===== src/rtl/pci_pkg.sv =====
// Shared types and constants for the PCI bus arbiter.
package pci_pkg;

  // Arbiter phases: waiting for a request, grant offered, transfer running, one-cycle turnaround
  typedef enum logic [1:0] {
    StIdle,
    StGrant,
    StBusy,
    StTurn
  } state_t;

  localparam int unsigned DEF_NUM_MASTERS = 4;
  localparam int unsigned DEF_GNT_TIMEOUT = 16;

  // PCI sideband signals are active-low
  localparam logic ASSERTED   = 1'b0;
  localparam logic DEASSERTED = 1'b1;

endpackage


===== src/rtl/rr_select.sv =====
// Round-robin requester selection: first asserted REQ# strictly after the last owner,
// wrapping around; the last owner wins again only if it is the sole requester.
module rr_select
  import pci_pkg::*;
#(
  parameter int unsigned NUM_MASTERS = DEF_NUM_MASTERS
) (
  input  logic [NUM_MASTERS-1:0]         req,
  input  logic [$clog2(NUM_MASTERS)-1:0] last,
  output logic [$clog2(NUM_MASTERS)-1:0] winner,
  output logic                           any_req
);

  localparam int unsigned IW = $clog2(NUM_MASTERS);

  logic [IW-1:0] idx;

  // Scan offsets from farthest to nearest so the nearest requester after last is kept;
  // an X on a req bit fails the equality test and is treated as not requesting
  always_comb begin
    winner  = last;
    any_req = 1'b0;
    idx     = '0;
    for (int off = int'(NUM_MASTERS); off >= 1; off--) begin
      idx = IW'((int'(last) + off) % int'(NUM_MASTERS));
      if (req[idx] == ASSERTED) begin
        winner  = idx;
        any_req = 1'b1;
      end
    end
  end

endmodule


===== src/rtl/pci_arbiter.sv =====
// PCI bus arbiter: round-robin grant, frame wait timeout, preemption during a transfer,
// and a mandatory one-cycle turnaround between grants. All outputs are registered.
module pci_arbiter
  import pci_pkg::*;
#(
  parameter int unsigned NUM_MASTERS = DEF_NUM_MASTERS,
  parameter int unsigned GNT_TIMEOUT = DEF_GNT_TIMEOUT
) (
  input  logic                           clk,
  input  logic                           rst_n,
  input  logic                           frame,
  input  logic                           irdy,
  input  logic [NUM_MASTERS-1:0]         req,
  output logic [NUM_MASTERS-1:0]         GNT,
  output logic [$clog2(NUM_MASTERS)-1:0] owner,
  output logic                           bus_busy,
  output logic                           timeout
);

  localparam int unsigned OW = $clog2(NUM_MASTERS);
  localparam int unsigned CW = $clog2(GNT_TIMEOUT + 1);
  localparam logic [CW-1:0] CntLast = CW'(GNT_TIMEOUT - 1);

  state_t                 state_q, state_d;
  logic [NUM_MASTERS-1:0] gnt_q, gnt_d;
  logic [OW-1:0]          owner_q, owner_d;
  logic [CW-1:0]          cnt_q, cnt_d;
  logic                   timeout_q, timeout_d;
  logic                   busy_q, busy_d;

  logic [OW-1:0] winner;
  logic          any_req;
  logic          bus_idle, frame_low, owner_req, others_req, grant_on;

  rr_select #(
    .NUM_MASTERS(NUM_MASTERS)
  ) u_rr_select (
    .req    (req),
    .last   (owner_q),
    .winner (winner),
    .any_req(any_req)
  );

  // Decode bus status and request bits; X inputs fail the equality tests and read as inactive
  always_comb begin
    bus_idle   = 1'b0;
    frame_low  = 1'b0;
    owner_req  = 1'b0;
    others_req = 1'b0;
    if (frame == DEASSERTED && irdy == DEASSERTED) bus_idle = 1'b1;
    if (frame == ASSERTED) frame_low = 1'b1;
    for (int i = 0; i < int'(NUM_MASTERS); i++) begin
      if (req[OW'(i)] == ASSERTED) begin
        if (OW'(i) == owner_q) owner_req = 1'b1;
        else                   others_req = 1'b1;
      end
    end
  end

  // Next-state, counter and registered-output values
  always_comb begin
    state_d   = state_q;
    owner_d   = owner_q;
    cnt_d     = cnt_q;
    timeout_d = 1'b0;
    grant_on  = 1'b0;

    unique case (state_q)
      StIdle: begin
        cnt_d = '0;
        if (any_req && bus_idle) begin
          state_d  = StGrant;
          owner_d  = winner;
          grant_on = 1'b1;
        end
      end
      StGrant: begin
        // frame takes priority over an expiring wait count
        if (frame_low) begin
          state_d  = StBusy;
          grant_on = 1'b1;
        end else if (!owner_req) begin
          state_d = StTurn;
        end else if (cnt_q == CntLast) begin
          state_d   = StTurn;
          timeout_d = 1'b1;
        end else begin
          cnt_d    = cnt_q + CW'(1);
          grant_on = 1'b1;
        end
      end
      StBusy: begin
        // Once GNT# drops it stays high until the transfer ends
        if (bus_idle) begin
          state_d = StTurn;
        end else if (gnt_q[owner_q] == ASSERTED && owner_req && !others_req) begin
          grant_on = 1'b1;
        end
      end
      StTurn: begin
        cnt_d   = '0;
        state_d = StIdle;
      end
      default: begin
        state_d = StIdle;
      end
    endcase

    gnt_d = '1;
    if (grant_on) gnt_d[owner_d] = ASSERTED;
    busy_d = (state_d == StBusy);
  end

  // State and output registers; reset forces GNT# high without waiting for a clock
  always_ff @(posedge clk or negedge rst_n) begin
    if (!rst_n) begin
      state_q   <= StIdle;
      gnt_q     <= '1;
      owner_q   <= OW'(NUM_MASTERS - 1);
      cnt_q     <= '0;
      timeout_q <= 1'b0;
      busy_q    <= 1'b0;
    end else begin
      state_q   <= state_d;
      gnt_q     <= gnt_d;
      owner_q   <= owner_d;
      cnt_q     <= cnt_d;
      timeout_q <= timeout_d;
      busy_q    <= busy_d;
    end
  end

  assign GNT      = gnt_q;
  assign owner    = owner_q;
  assign bus_busy = busy_q;
  assign timeout  = timeout_q;

endmodule

===== config.mk =====
export PLATFORM = sky130hd
export DESIGN_NAME = pci_arbiter
export DESIGN_NICKNAME = d
export VERILOG_FILES = /design/src/rtl/pci_pkg.sv /design/src/rtl/rr_select.sv /design/src/rtl/pci_arbiter.sv
export SDC_FILE = /design/constraint.sdc
export NUM_CORES = 1
export LEC_CHECK = 0
export ABC_CLOCK_PERIOD_IN_PS = 4100
export CAP_MARGIN = 30
export CORE_MARGIN = 3
export CORE_UTILIZATION = 45
export CTS_CLUSTER_DIAMETER = 60
export CTS_CLUSTER_SIZE = 16
export DETAILED_ROUTE_END_ITERATION = 7
export DONT_BUFFER_PORTS = 1
export GPL_TIMING_DRIVEN = 0
export RECOVER_POWER = 50
export SYNTH_ARGS = -nofsm -noshare
export SYNTH_HDL_FRONTEND = slang
export SYNTH_SLANG_ARGS = --single-unit

===== constraint.sdc =====
create_clock -name clk -period 4.1 [get_ports clk]
set_input_delay 1.025 -clock clk [delete_from_list [all_inputs] [get_ports clk]]
set_output_delay 1.025 -clock clk [all_outputs]
set_load 0.1 [all_outputs]

==> results of run 1 <==
==> layer usage <==
layer	vias to the layer above	global-route usage, %	routed length (um)
li1	417	-	-
met1	405	25.2	1060
met4	0	8.30	27
met5	-	0	0
met2	30	24.4	937
met3	4	5.18	182
==> worst max-delay path, cell delays in order (launching register included) <==
cell and delay [ns]:
dfstp_1 1.25, inv_1 0.26, ha_1 0.41, inv_1 0.09, nand2_1 0.09, a311oi_1 0.36, xnor2_1 0.19, or4_1 0.52
==> cell usage after synthesis, drive strengths merged, types with 2 or more instances <==
cell / instances
o21ai: 7
nor2b: 3
a32o: 2
inv: 11
ha: 10
mux2i: 3
or4: 2
a21oi: 8
nand2: 10
nand3b: 2
dfstp: 6
a211oi: 2
o21a: 2
mux4: 2
nor2: 2
nand3: 3
a22o: 3
and3: 2
dfrtp: 9
==> cell families after synthesis <==
family / synth area share, %
DFF: 36.0
AOI/OAI and AO/OA: 21.8
muxes: 8.47
xor gates and xnor gates: 0.824
and+or+nand+nor: 15.9
buffers and inverters: 5.29
adders and majority gates: 11.8
==> power groups by stage <==
stage	Sequential, mW	Clock [mW]	Combinational (mW)
final	0.418	0.0823	0.396
after CTS	0.423	0.0851	0.392
after detailed placement	0.426	0	0.388
after global routing	0.424	0.0919	0.445
after floorplan	0.413	0	0.318
after global placement	0.425	0	0.384
==> state kept, by name, indices dropped and copies added (netlist names) <==
register  cells
GNT           4
bus_busy      1
cnt_q         5
owner         2
state_q       2
timeout       1
==> area by class of cell <==
type	count	area [um2]
buffer	2	15.0
sequential	15	383
fill	205	978
clock buffer	4	26.3
inverter	11	41.3
tap	27	33.8
multi-input combinational	81	624
==> through the flow <==
| step | util, % | area (um2) |
|---|---|---|
| floorplan | - | 1060 |
| finish | 53.5 | 1120 |
| detailed placement | 52.2 | 1100 |
| global placement | 52.2 | 1100 |
| global route | 53.5 | 1120 |
| CTS | 53.5 | 1120 |
==> path summary, 6_finish.rpt <==
kind                                        endpoint            startpoint  depth (start not counted)
worst min register to register  cnt_q[4]$_DFFE_PN0P_  cnt_q[4]$_DFFE_PN0P_                          2
worst max-delay path                GNT[0]$_DFF_PN1_    owner[1]$_DFF_PN1_                          7
min in group clk                cnt_q[4]$_DFFE_PN0P_  cnt_q[4]$_DFFE_PN0P_                          2
worst max register to register      GNT[0]$_DFF_PN1_    owner[1]$_DFF_PN1_                          7
max in group asynchronous         owner[0]$_DFF_PN1_                 rst_n                          0
worst min-delay path               timeout$_DFF_PN0_                 rst_n                          0
==> qor.txt, run 1 <==
post-route insts no fill - 140
Worst Setup Start Kind - flop
most frequent cells in the layout - 11 x inv_1, 10 x nand2_1, 10 x ha_1, 9 x dfrtp_1, 8 x a21oi_1
post-place setup slack - 1.25 ns
post-route ant nets - 0
post-synth net total - 127
RSZ-0062 raised after global routing - no
area share of the largest cell type after synthesis - 21.2%
die area - 0.00298 mm2
Tot GR Track Use - 17.8%
Clk Latency, worst-skew pair - 0.28 ns
Starting Density - 50.6%
max cap viols - 0
mean area per synthesized cell - 9.76 um2
largest net degree at the start of global routing - 16
final hold vios - 0
Post-CTS Repair Setup Buffers - 0
total leakage power - 0.465 nW
vias post-DR - 856
min-delay worst type - in -> async
number of antenna diodes - 0
yosys warns - 0
setup_tns - 0 ns
power share of the sequential group - 46.7%
crit share post-route - 79.2%
clock power share - 9.2%
final wirelength - 2.20 mm
Critical Path End Type - flop
GPL Wtd Cong - 0.784
total grt overflow - 0
Setup WS post-layout - 0.852 ns
CTS tree - done
final hold slack - 0.426 ns
initial antenna violation count - 0
Internal Pwr Total - 0.406 mW
clk buf depth - 2
Distinct cells, synth - 41
Seq/Total Area, Yosys - 36.0%
final total power - 0.896 mW
largest cells by area after synthesis - dfrtp_1 21%, dfstp_2 15%, ha_1 12%, inv_1 3.9%, a21oi_1 3.8%
sw frac - 54.7%
VDD IR-drop max - 0.723 mV
Synth Instances - 109
critical path class - reg -> reg
DIE HEIGHT - 54.6 um
Layout Nets - 132
WP data required - 4.30 ns
Hold Buf Count CTS - 0
most common cell after layout, fill and taps aside - inv_1
min cycle time layout - 3.25 ns
status - complete, no violations
# IOs - 16
first-pass GRT wire length - 3.75 mm
EDFF count, synth - 0
# clock sinks - 15
clk_skew - 0.00585 ns
max_slew headroom - 27.3%
Worst Max-Slew Pin Slew - 1.09 ns
Die W - 54.6 um
area leader, netlist - dfrtp_1
vias in the first global route - 822
Final setup viols - 0
total CTS buffers - 3
post-CTS sizing - 0
Fmax - 0.308 GHz
crit path DAT - 3.45 ns
WL per Instance - 15.7 um
area of the core - 0.00210 mm2
switching pwr - 0.490 mW
synthesized cell area - 0.00106 mm2
DP Wirelength - 1.66 mm
Yosys reg bits - 15
Comb power frac - 44.2%
clock root cell - clkbuf_4
Power per Cell Area - 797 mW/mm2
drt drc - 0
crit path max fanout - 5
Worst-path clk slew - 0.09 ns
DR iter-0 viols - 37
drt pass-1 iters - 4
share of cells above drive strength 1 - 7.96%
Final Max Slew Viols - 0
dpl cells - 136
fraction of registers with async set/reset - 100%
post-DR vias/cell - 6.11
H-tree Lvls - 1
FP Rows - 16
I/O Buffers - 0
Reg2Reg Setup Slack - 0.85 ns
P&R area growth vs syn - 5.65%
top_reg_cell synth - dfrtp_1
(Power assumes the default switching activity.)
==> inputs of run 2 (changes only) <==
--- a/config.mk
+++ b/config.mk
@@ -5,7 +5,7 @@
 export SDC_FILE = /design/constraint.sdc
 export NUM_CORES = 1
 export LEC_CHECK = 0
-export ABC_CLOCK_PERIOD_IN_PS = 4100
+export ABC_CLOCK_PERIOD_IN_PS = 2640
 export CAP_MARGIN = 30
 export CORE_MARGIN = 3
 export CORE_UTILIZATION = 45
==> constraint.sdc (replaced) <==
create_clock -name clk -period 2.64 [get_ports clk]
set_input_delay 0.66 -clock clk [delete_from_list [all_inputs] [get_ports clk]]
set_output_delay 0.66 -clock clk [all_outputs]
set_load 0.1 [all_outputs]
==> qor.txt, run 2 (synthesis results as in run 1) <==
max_slew headroom - 42.0% (was 27.3%)
Final Max Slew Viols - 0 (unchanged)
Setup WS post-layout - 0.0697 ns (was 0.852 ns)
kind of cell adding the most delay to the critical path - simple AND/OR/NAND/NOR gates (was flip-flops)
Tot GR Track Use - 17.8% (unchanged)
max reg flops - 5 (unchanged)
post-DR vias/cell - 6.14 (was 6.11)
crit path max fanout - 3 (was 5)
Fmax - 0.389 GHz (was 0.308 GHz)
status - complete, no violations (unchanged)
Die W - 54.6 um (unchanged)
min cycle time layout - 2.57 ns (was 3.25 ns)
clk buf depth - 2 (unchanged)
RSZ-0062 raised after global routing - yes (was no)
Critical Path End Type - flop (unchanged)
WP data required - 2.85 ns (was 4.30 ns)
largest net degree at the start of global routing - 16 (unchanged)
first-pass GRT wire length - 3.71 mm (was 3.75 mm)
share of cells above drive strength 1 - 21.4% (was 7.96%)
FP Rows - 16 (unchanged)
Clk Latency, worst-skew pair - 0.29 ns (was 0.28 ns)
critical path class - reg -> reg (unchanged)
total leakage power - 0.494 nW (was 0.465 nW)
GPL Wtd Cong - 0.779 (was 0.784)
DP Area - 0.00110 mm2 (about the same)
DIE HEIGHT - 54.6 um (unchanged)
post-route ant nets - 0 (unchanged)
drt pass-1 iters - 4 (unchanged)
min-delay worst type - in -> async (unchanged)
Largest Register - cnt_q (unchanged)
slowest CP cell - dfstp_4 (was dfstp_1)
Starting Density - 50.6% (unchanged)
drt drc - 0 (unchanged)
max cap viols - 0 (unchanged)
most frequent cells in the layout - 10 x inv_1, 10 x nand2_1, 9 x ha_1, 9 x dfrtp_1, 8 x a21oi_1 (was 11 x inv_1, 10 x nand2_1, 10 x ha_1, 9 x dfrtp_1, 8 x a21oi_1)
DP Wirelength - 1.69 mm (was 1.66 mm)
DR iter-0 viols - 26 (was 37)
Hold Buf Count CTS - 0 (unchanged)
Worst Setup Start Kind - flop (unchanged)
CP Cell Sequence - buf_8, mux4_2, or4_4, and3_1, or4_1 (was inv_1, ha_1, inv_1, nand2_1, a311oi_1, xnor2_1, or4_1)
# clock sinks - 15 (unchanged)
# IOs - 16 (unchanged)
VDD IR-drop max - 1.25 mV (was 0.723 mV)
final wirelength - 2.37 mm (was 2.20 mm)
total grt overflow - 0 (unchanged)
area of the core - 0.00210 mm2 (unchanged)
multi-input logic area - 672 um2 (was 624 um2)
initial antenna violation count - 0 (unchanged)
WL per Instance - 16.4 um (was 15.7 um)
final total power - 1.58 mW (was 0.896 mW)
register area - 390 um2 (was 383 um2)
vias in the first global route - 804 (was 822)
clk_skew - 0.00103 ns (was 0.00585 ns)
die area - 0.00298 mm2 (unchanged)
vias post-DR - 884 (was 856)
Final setup viols - 0 (unchanged)
Worst Max-Slew Pin Slew - 0.870 ns (was 1.09 ns)
slowest cell delay on critical path - 0.81 ns (was 1.25 ns)
Design Area, Final - 0.00123 mm2 (was 0.00112 mm2)
post-place setup slack - -0.163 ns (was 1.25 ns)
FILL cells - 189 (was 205)
CTS tree - done (unchanged)
Layout Nets - 136 (was 132)
total CTS buffers - 3 (unchanged)
final hold slack - 0.0499 ns (was 0.426 ns)
number of antenna diodes - 0 (unchanged)
crit share post-route - 97.4% (was 79.2%)
Worst-path clk slew - 0.10 ns (was 0.09 ns)
P&R area growth vs syn - 15.9% (was 5.65%)
Power per Cell Area - 1280 mW/mm2 (was 797 mW/mm2)
final hold vios - 0 (unchanged)
clock root cell - clkbuf_4 (unchanged)
I/O Buffers - 0 (unchanged)
H-tree Lvls - 1 (unchanged)
crit path DAT - 2.78 ns (was 3.45 ns)
Worst Path Buf+Inv - 1 (was 2)
[run 2: changes by cell type in the layout (fill, tap and decap cells not counted), moves of 2 or more]
cell        change
buf_4           +3
nor2b_1         -2
dfstp_2         +2
dfstp_4         +2
clkinvlp_4      +2
dfstp_1         -4
nor2b_2         +2
[run 2: cell type report]
cell class,instances,area share [%]
tap,27,2.74
clock buffer,3,1.83
multi-input combinational,81,54.5
timing repair buffer,4,3.45
sequential,15,31.7
inverter,11,3.65
buffer,2,1.52
clock inverter,1,0.609
[run 2: worst paths after layout]
check / startpoint / endpoint / slack [ns] / cells past startpoint
worst max-delay path: owner[0]$_DFF_PN1_ / GNT[0]$_DFF_PN1_ / 0.07 / 5
worst min-delay path: rst_n / timeout$_DFF_PN0_ / 0.05 / 0
worst max register to register: owner[0]$_DFF_PN1_ / GNT[0]$_DFF_PN1_ / 0.07 / 5
worst min register to register: cnt_q[4]$_DFFE_PN0P_ / cnt_q[4]$_DFFE_PN0P_ / 0.53 / 2
max in group asynchronous: rst_n / GNT[1]$_DFF_PN1_ / 2.42 / 0
min in group clk: frame / timeout$_DFF_PN0_ / 0.51 / 2
[run 2: stage by stage]
step                      utilization, %  cells  TNS, ns
after floorplan                        -    109        0
after global placement              52.4    136   -0.193
after detailed placement            52.4    136   -0.163
after CTS                           54.9    141        0
after global routing                58.6    144  -0.0523
final                               58.6    144        0
[run 2: where the power goes]
group          internal, mW  total (mW)  switching, mW
Clock                0.0576       0.139         0.0810
Combinational         0.357       0.770          0.413
Sequential            0.331       0.672          0.341
Total                 0.746        1.58          0.835
[run 2: repair_timing]
| action | 4_1_cts | 5_1_grt |
|---|---|---|
| resized for setup | 3 | 7 |
| endpoints found under the setup margin | 1 | 2 |
| buffers inserted | 1 | 3 |
| pin swaps | 1 | 3 |
[run 2: routing by layer]
layer  vias to the layer above  routed length (um)  GRT usage, %
li1                        424                   -             -
met3                         5                 147          5.99
met1                       428                1160          24.4
met4                         0                  34          6.22
met5                         -                   0             0
met2                        27                1020          25.8
==> inputs of run 3 (changes only) <==
--- a/config.mk
+++ b/config.mk
@@ -7,13 +7,16 @@
 export LEC_CHECK = 0
 export ABC_CLOCK_PERIOD_IN_PS = 2640
 export CAP_MARGIN = 30
+export CELL_PAD_IN_SITES_DETAIL_PLACEMENT = 1
+export CELL_PAD_IN_SITES_GLOBAL_PLACEMENT = 2
 export CORE_MARGIN = 3
-export CORE_UTILIZATION = 45
+export CORE_UTILIZATION = 35
 export CTS_CLUSTER_DIAMETER = 60
 export CTS_CLUSTER_SIZE = 16
 export DETAILED_ROUTE_END_ITERATION = 7
 export DONT_BUFFER_PORTS = 1
 export GPL_TIMING_DRIVEN = 0
+export PLACE_DENSITY_LB_ADDON = 0.1
 export RECOVER_POWER = 50
 export SYNTH_ARGS = -nofsm -noshare
 export SYNTH_HDL_FRONTEND = slang
==> qor.txt, run 3 (synthesis results as in run 1) <==
status - complete, no violations (unchanged)
die area - 0.00374 mm2 (was 0.00298 mm2)
drt pass-1 iters - 4 (unchanged)
final hold slack - 0.0547 ns (was 0.0499 ns)
RSZ-0062 raised after global routing - yes (unchanged)
most common cell after layout, fill and taps aside - inv_1
# clock sinks - 15 (unchanged)
Die W - 61.1 um (was 54.6 um)
FILL cells - 319 (was 189)
most frequent cells in the layout - 11 x inv_1, 10 x nand2_1, 9 x ha_1, 9 x dfrtp_1, 8 x a21oi_1 (was 10 x inv_1, 10 x nand2_1, 9 x ha_1, 9 x dfrtp_1, 8 x a21oi_1)
clk buf depth - 2 (unchanged)
area of the core - 0.00283 mm2 (was 0.00210 mm2)
I/O Buffers - 0 (unchanged)
final hold vios - 0 (unchanged)
WP data required - 2.85 ns (about the same)
Worst-path clk slew - 0.10 ns (about the same)
total leakage power - 0.507 nW (was 0.494 nW)
max cap viols - 0 (unchanged)
clk_skew - 0.0102 ns (was 0.00103 ns)
vias in the first global route - 934 (was 804)
Worst Setup Start Kind - flop (unchanged)
DR iter-0 viols - 25 (was 26)
Critical Path End Type - flop (unchanged)
Clk Latency, worst-skew pair - 0.28 ns (was 0.29 ns)
post-DR vias/cell - 5.92 (was 6.14)
P&R area growth vs syn - 15.4% (was 15.9%)
final total power - 1.55 mW (was 1.58 mW)
initial antenna violation count - 0 (unchanged)
vias post-DR - 888 (was 884)
total CTS buffers - 3 (unchanged)
Final setup viols - 0 (unchanged)
post-route ant nets - 0 (unchanged)
CTS tree - done (unchanged)
max_slew headroom - 41.6% (was 42.0%)
critical path class - reg -> reg (unchanged)
Fmax - 0.386 GHz (was 0.389 GHz)
VDD IR-drop max - 0.504 mV (was 1.25 mV)
DIE HEIGHT - 61.1 um (was 54.6 um)
crit share post-route - 98.2% (was 97.4%)
total grt overflow - 0 (unchanged)
clock root cell - clkbuf_4 (unchanged)
min cycle time layout - 2.59 ns (was 2.57 ns)
Worst Max-Slew Pin Slew - 0.876 ns (was 0.870 ns)
Largest Register - cnt_q (unchanged)
drt drc - 0 (unchanged)
WL per Instance - 17.3 um (was 16.4 um)
final wirelength - 2.60 mm (was 2.37 mm)
Tot GR Track Use - 15.8% (was 17.8%)
largest net degree at the start of global routing - 16 (unchanged)
max reg flops - 5 (unchanged)
Design Area, Final - 0.00123 mm2 (about the same)
FP Rows - 19 (was 16)
crit path DAT - 2.80 ns (was 2.78 ns)
share of cells above drive strength 1 - 22.7% (was 21.4%)
number of antenna diodes - 0 (unchanged)
# IOs - 16 (unchanged)
Starting Density - 37.6% (was 50.6%)
min-delay worst type - in -> async (unchanged)
Hold Buf Count CTS - 0 (unchanged)
DP Wirelength - 2.00 mm (was 1.69 mm)
setup_tns - 0 ns (unchanged)
H-tree Lvls - 1 (unchanged)
GPL Wtd Cong - 0.731 (was 0.779)
Power per Cell Area - 1260 mW/mm2 (was 1280 mW/mm2)
first-pass GRT wire length - 4.46 mm (was 3.71 mm)
DP Area - 0.00111 mm2 (was 0.00110 mm2)
crit path max fanout - 5 (was 3)
Final Max Slew Viols - 0 (unchanged)
Layout Nets - 138 (was 136)
[run 3: layout make-up]
type | count | area [um2] | share of cell area [%]
inverters | 11 | 41.3 | 3.36
plain buffers | 2 | 18.8 | 1.53
clock inverters | 1 | 5.00 | 0.408
well taps | 31 | 38.8 | 3.16
clock buffers | 3 | 22.5 | 1.83
flip-flops and latches | 15 | 390 | 31.8
multi-input cells | 81 | 666 | 54.2
repair buffers | 6 | 45.0 | 3.67
[run 3: worst max-delay path: stages, from the launching register on]
cell     delay [ns]
dfstp_4        0.82
buf_8          0.15
mux4_2         0.50
or4_4          0.42
and3_1         0.15
or4_1          0.46
[run 3: report_power, final]
group	internal, mW	total (mW)	switching, mW	leakage, nW
clock	0.0562	0.131	0.0749	0.0177
sequential	0.331	0.666	0.335	0.185
combinational	0.347	0.749	0.401	0.304
total	0.734	1.55	0.811	0.507
[run 3: final timing paths]
check	from	to	slack, ns	cells after the start
min reg2reg	cnt_q[4]$_DFFE_PN0P_	cnt_q[4]$_DFFE_PN0P_	0.55	2
min	rst_n	cnt_q[0]$_DFFE_PN0P_	0.05	0
max in group asynchronous	rst_n	GNT[0]$_DFF_PN1_	2.42	0
max reg2reg	owner[0]$_DFF_PN1_	GNT[0]$_DFF_PN1_	0.05	5
min in group clk	frame	timeout$_DFF_PN0_	0.51	2
max	owner[0]$_DFF_PN1_	GNT[0]$_DFF_PN1_	0.05	5
[run 3: metal layers]
metal | vias to the layer above | routed length, um | track usage [%]
met5 | - | 0 | 0
met4 | 0 | 17 | 3.72
met3 | 2 | 110 | 3.35
met2 | 16 | 1370 | 27.5
met1 | 438 | 1110 | 19.8
li1 | 432 | - | -
[run 3: timing repair]
action	4_1_cts	5_1_grt
gates resized for setup	5	4
endpoints found under the setup margin	2	2
buffers inserted	4	2
pin swaps	2	3
[run 3: per-stage QoR]
step           cells  util [%]  setup slack (ns)
6_report         150      43.4            0.0480
5_1_grt          150      43.4           -0.0485
4_1_cts          148      42.1           0.00369
3_5_place_dp     140      39.1            -0.259
3_3_place_gp     140      39.1            -0.167
2_1_floorplan    109         -            0.0572
